==> src/rtl/word_packer.sv <==
// word_packer: packs IN_W-bit beats into WIDTH-bit words; in_last flushes a zero-padded partial word.
// Latency 1 cycle from the closing beat to out_valid; in_ready = !out_valid | out_ready (no input accepted while a word stalls).
// Optional macro WORD_PACKER_MSB_FIRST_EN places beat 0 in the top slot instead of the bottom slot.
module word_packer #(
    parameter  int WIDTH = 10,
    parameter  int IN_W  = 2,
    localparam int RATIO = WIDTH / IN_W,
    localparam int BW    = $clog2(RATIO + 1)
) (
    input  logic             clk,
    input  logic             rst_n,
    input  logic             in_valid,
    output logic             in_ready,
    input  logic [IN_W-1:0]  in_data,
    input  logic             in_last,
    output logic             out_valid,
    input  logic             out_ready,
    output logic [WIDTH-1:0] out_data,
    output logic             out_last,
    output logic [BW-1:0]    out_beats,
    output logic [15:0]      word_cnt
);

    localparam logic [BW-1:0] LAST_SLOT = BW'(RATIO - 1);

    logic [BW-1:0]    cnt_q, cnt_d;
    logic [WIDTH-1:0] acc_q, acc_d;
    logic             out_valid_q, out_valid_d;
    logic [WIDTH-1:0] out_data_q, out_data_d;
    logic             out_last_q, out_last_d;
    logic [BW-1:0]    out_beats_q, out_beats_d;
    logic [15:0]      word_cnt_q, word_cnt_d;

    logic             in_acc;
    logic             out_acc;
    logic             closing;
    int               slot_sh;
    logic [WIDTH-1:0] beat_word;

    always_comb begin
        in_ready = !out_valid_q || out_ready;
        in_acc   = in_valid && in_ready;
        out_acc  = out_valid_q && out_ready;
        closing  = in_acc && (in_last || (cnt_q == LAST_SLOT));

`ifdef WORD_PACKER_MSB_FIRST_EN
        slot_sh = WIDTH - IN_W - int'(cnt_q) * IN_W;
`else
        slot_sh = int'(cnt_q) * IN_W;
`endif
        beat_word = WIDTH'(in_data) << slot_sh;

        cnt_d       = cnt_q;
        acc_d       = acc_q;
        out_valid_d = out_valid_q;
        out_data_d  = out_data_q;
        out_last_d  = out_last_q;
        out_beats_d = out_beats_q;
        word_cnt_d  = word_cnt_q;

        // in_acc implies the output register is free or draining this cycle,
        // so a close may always overwrite it.
        if (closing) begin
            out_data_d  = acc_q | beat_word;
            out_beats_d = cnt_q + BW'(1);
            out_last_d  = in_last;
            out_valid_d = 1'b1;
            cnt_d       = '0;
            acc_d       = '0;
        end else begin
            if (in_acc) begin
                cnt_d = cnt_q + BW'(1);
                acc_d = acc_q | beat_word;
            end
            if (out_acc) begin
                out_valid_d = 1'b0;
            end
        end

        if (out_acc && (word_cnt_q != 16'hFFFF)) begin
            word_cnt_d = word_cnt_q + 16'd1;
        end
    end

    always_ff @(posedge clk or negedge rst_n) begin
        if (!rst_n) begin
            cnt_q       <= '0;
            acc_q       <= '0;
            out_valid_q <= 1'b0;
            out_data_q  <= '0;
            out_last_q  <= 1'b0;
            out_beats_q <= '0;
            word_cnt_q  <= '0;
        end else begin
            cnt_q       <= cnt_d;
            acc_q       <= acc_d;
            out_valid_q <= out_valid_d;
            out_data_q  <= out_data_d;
            out_last_q  <= out_last_d;
            out_beats_q <= out_beats_d;
            word_cnt_q  <= word_cnt_d;
        end
    end

    assign out_valid = out_valid_q;
    assign out_data  = out_data_q;
    assign out_last  = out_last_q;
    assign out_beats = out_beats_q;
    assign word_cnt  = word_cnt_q;

endmodule
==> config.mk <==
export PLATFORM = sky130hd
export DESIGN_NAME = word_packer
export DESIGN_NICKNAME = d
export VERILOG_FILES = /design/src/rtl/word_packer.sv
export SDC_FILE = /design/constraint.sdc
export NUM_CORES = 1
export LEC_CHECK = 0
export CAP_MARGIN = 40
export CORE_ASPECT_RATIO = 0.6
export CORE_MARGIN = 2
export CORE_UTILIZATION = 45
export DETAILED_ROUTE_END_ITERATION = 16
export PLACE_DENSITY = 0.71
export REMOVE_ABC_BUFFERS = 1
export SYNTH_ARGS = -nofsm -noshare
export SYNTH_HDL_FRONTEND = slang
export SYNTH_SLANG_ARGS = --single-unit
==> constraint.sdc <==
create_clock -name clk -period 2.9 [get_ports clk]
set_input_delay 0.725 -clock clk [delete_from_list [all_inputs] [get_ports clk]]
set_output_delay 0.725 -clock clk [all_outputs]
set_load 0.03 [all_outputs]
# == Word-level counts from Yosys, hierarchy flattened ==
# Cells that the tools add are included.
# word_totals
elab_cells,28
out_inout_bits,32
reg_bits,44
# classes
bitwise_logic,1
mux,6
shift,1
n_eq_ne,2
addsub,2
n_reduce_logical,9
# ops
op,count
two-way mux 10 bit,2
adder 16 x 1 -> 16 bit (second input constant),1
!= test 16 bit (second input constant),1
bitwise OR 10 bit,1
left shift 2 x 4 -> 10 bit,1
two-way mux 3 bit,2
logical AND 1 bit,4
nonzero test 2 bit,2
adder 3 x 1 -> 3 bit (second input constant),1
equality test 3 bit (second input constant),1
logical OR 1 bit,2
two-way mux 1 bit,2
zero test 1 bit,1

# == Logic depth before layout (Yosys ltp) ==
# logic_depth
depth_word,5
ltp_mapped,9

# == Least setup slack after synthesis ==
# Ideal clock, no wire load.
# synth_path
path_kind,input port to flip-flop
startpoint,input out_ready
endpoint,register out_beats_q[1] (netlist: out_beats[1])
setup_ns,0.125
t_required_ns,2.775
path_slack_ns,1.034
arrival_time_ns,1.742
path_stages,4
path_cell_list,nand2b_1 -> nand3_1 -> buf_2 -> mux2_2
# synth_between
elab_chain_cells,3
# synth_lines
item,line,rtl
"start, declared",17,"input logic out_ready,"
logical OR 1 bit,41,in_ready = !out_valid_q || out_ready;
logical AND 1 bit,42,in_acc = in_valid && in_ready;
logical AND 1 bit,44,closing = in_acc && (in_last || (cnt_q == LAST_SLOT));
"end signal, assigned",100,out_beats_q <= out_beats_d;
"end, declared",31,"logic [BW-1:0] out_beats_q, out_beats_d;"
# No other way between the ends.
# A chain may end at the register's enable or synchronous reset.

# == Worst setup path after layout ==
# layout_path
startpoint,input out_ready
endpoint,output in_ready
# layout_between
elab_chain_cells,1
# layout_lines
item,line,rtl
logical OR 1 bit,41,
"end, declared",13,"output logic in_ready,"
# No other way between the ends.

==> reports/metrics.sh <==
REG2REG_TO='acc_q[1]'
CTS_HOLD_REPAIR.BUFFERS=0
CRIT_PATH_START_KIND='input pin'
STD_CELL_ROWS=18
CLOCK-SINKS=44
CAP_VIOL_MAX_COUNT=0
FIN_WS_NS=0.518
POWER_PER_CELL_AREA_nW_PER_UM2=706
AREA.GROWTH.SYNTH_TO_FINAL_PCT=26.7
CRITICAL_PATH.REG2REG.STARTPOINT='cnt_q[0]'
POST_CTS_BUFFERS=0
MULTI_INPUT_COMB_AREA_UM2=836
HOLD_SLACK_NS=0.301
GLOBALROUTE.TOTALOVERFLOW=0
GRT_SETUP_UNREPAIRED='no'
NETLIST_AREA_UM2=2000
SETUP_FAILING_EPS_FINAL=0
RESULT_OF_THE_RUN='completed'
WORST_SLEW_PIN_TRAN_NS=0.614
DIE_WIDTH_UM=90.1
FIN_CELLS=297
DIE-HEIGHT_UM=55.7
WIRELENGTH_UM=4000
POST-PLACE-WS_NS=0.497
FINALWORSTPATHREQUIREDPERIOD_NS=2.38
FINAL_MIN_PERIOD_OVER_CLOCK_PERIOD=0.822
CTS.REPORTEDPATHS.CLKPINSLEW_NS=0.08
CLOCK-SKEW-FINAL_NS=0.00284
CTS.REPAIR.RESIZED=0
TIMING.FINAL.MAX_SLEW_VIOLATIONS=0
LAYOUT.FILLER_CELLS=376
GRT_FIRST_PASS_WIRELENGTH_UM=6960
REGTOREGSETUPSLACK_NS=1.06
SEQ_AREA_FRAC_SYNTH=0.550
WORST-SETUP-PATH-TYPE='input pin to output port'
DRTITER0DRC=74
FINAL_NET_COUNT=246
AREA.SEQUENTIAL_UM2=1100
HOLD_PATH_CLASS='input pin to async pin'
RATIO_OF_CELLS_WITH_DRIVE_ABOVE_1_IN_THE_FINAL_LAYOUT=0.0928
TIMING.FINAL.HOLD_VIOLATIONS=0
GRT_USAGE=0.176
SYNTH_AREA_LEADER_CELL='dfrtp_1'
YOSYS_WARNING_TOTAL=0
SYN_AREA_PER_CELL_UM2=10.2
CLK-INSERTION-DELAY-LATE_NS=0.29
NUM_IO_PINS=39
CTS-BUFFERS-INSERTED=5
SHARE_OF_ASYNC_SETTABLE_OR_ASYNC_RESETTABLE_FLOPS_AFTER_SYNTHESIS=1.00
SYNTH_COMMON_CELLS='44 x dfrtp_1, 32 x nand2_1, 21 x o21ai_0, 10 x a21oi_1, 9 x nor2_1'
CTSHTREEMAXLEVEL=2
ANTENNA_FOUND_INITIAL=0
N_ANTENNA_CELL=0
LEAKAGE_nW=1.11
SETUP_TNS_NS=0
NUMPORTBUFFERS=38
CTS_ROOT_BUFFER='clkbuf_8'
FP.DIEAREA_UM2=5020
POST-PLACE-CELLS=289
SLEW_HEADROOM=0.587
POWER.IR.VDD_WORST_mV=0.600
WORSTSETUPENDPOINTTYPE='output port'
ANTENNA_VIOLATING_NETS_POST_ROUTE=0
CP.REQUIRED_NS=2.17
ROUTED_WIRE_LENGTH_PER_INSTANCE_UM=13.5
FLOORPLAN.INITIALDENSITY=0.478
NETLIST-CELL-TYPE-COUNT=35
SYNTH_TOP_AREA_FRAC=0.550
DESIGN.CORE.AREA_UM2=4190
DR_PASS1_ITERATIONS=4
SYNTH-SEQ-CELLS=44
GRT_PASS1_VIAS=1375
POST_SYNTH_INST_COUNT=197
GRT_MAX_DEGREE=34
POST-SYNTH-TOP-COUNT-CELL='dfrtp_1'
NUM_VIAS=1513
SYNTH_FLOP_CELL='dfrtp_1'
CTS_TREE='built'
SYNTH_ENABLE_FLOP_CELLS=0
TOTAL_POWER_AFTER_LAYOUT_mW=1.79
AVGVIACOUNTPERCELL=5.09
YS_TOP_CELLS_BY_AREA='dfrtp_1 55%, nand2_1 6.0%, o21ai_0 5.2%'
CTS_MAX_PATH_BUFFERS=2
HPWLAFTERDP_UM=2940
WORST_PATH_ARRIVAL_TIME_NS=1.66
FMAX_MHz=420
CRIT_FANOUT=5
LOGIC_DEPTH_OF_THE_WORST_REGISTER_TO_REGISTER_PATH=6
GPL.FINAL_WEIGHTED_CONGESTION=0.834
DRCVIOLATIONCOUNT=0
cell families (layout without fill, tap and decap cells):
logic type	Yosys count	count (layout)	synth area share
AO/OA/AOI/OAI	45	45	0.134
XOR/XNOR	12	12	0.0525
adder cells (fa/ha/maj)	3	3	0.0187
buffers and inverters	16	56	0.0331
flip-flops	44	44	0.550
multiplexers	6	6	0.0337
AND/OR/NAND/NOR	71	71	0.178
critical path: stages:
cell	delay, ns
clkdlybuf4s50_1	0.51
nand2b_1	0.22
buf_4	0.20
cell usage in the layout (no fill, tap or decap), types with 3 or more instances in the layout:
cell type        count
dfrtp_1             44
clkdlybuf4s50_1     36
nand2_1             32
o21ai_0             21
a21oi_1             10
nor2_1               9
inv_1                7
xnor2_1              7
nand3_1              6
clkbuf_8             6
nand4_1              5
nor3_1               5
xor2_1               5
a31oi_1              4
mux2i_1              3
a32o_1               3
ha_1                 3
buf_4                3
where the power goes:
| group | total [mW] | switching [mW] | leakage, nW | internal [mW] |
|---|---|---|---|---|
| combinational | 0.585 | 0.339 | 0.482 | 0.246 |
| sequential | 0.811 | 0.0935 | 0.573 | 0.717 |
| clock | 0.396 | 0.206 | 0.0510 | 0.190 |
state kept, by name, indices dropped and copies added, names as in the netlist:
register	cells
out_data	10
word_cnt	16
out_beats	3
out_valid	1
out_last	1
acc_q	10
cnt_q	3
metrics by stage:
step                      instance area, µm²   util
after floorplan                         1960      -
after global placement                  2430  0.579
after detailed placement                2450  0.584
after CTS                               2540  0.606
after global routing                    2540  0.606
final                                   2540  0.606
area by class of cell:
class	count	area share
flip-flops and latches	44	0.434
multi-input cells	137	0.329
repair buffers	41	0.161
clock buffers	6	0.0325
well taps	60	0.0296
inverters	7	0.0103
clock inverters	2	0.00394
routing by layer:
metal,up-vias,wire length (µm),GRT usage,share of wire
met4,0,27,0.0659,0.0068
li1,766,-,-,-
met3,2,167,0.0420,0.042
met1,716,2230,0.294,0.56
met5,-,0,0,0
met2,29,1570,0.211,0.39
worst max-delay path by stage:
stage	startpoint	endpoint	slack (ns)	cells past startpoint
after global placement	out_ready	in_ready	0.52	3
after floorplan	out_ready	out_beats[1]	0.70	3
after CTS	out_ready	in_ready	0.51	3
after detailed placement	out_ready	acc_q[1]	0.50	5
after global routing	out_ready	in_ready	0.44	3
final	out_ready	in_ready	0.52	3
No activity file was read; power rests on OpenSTA's default activity.
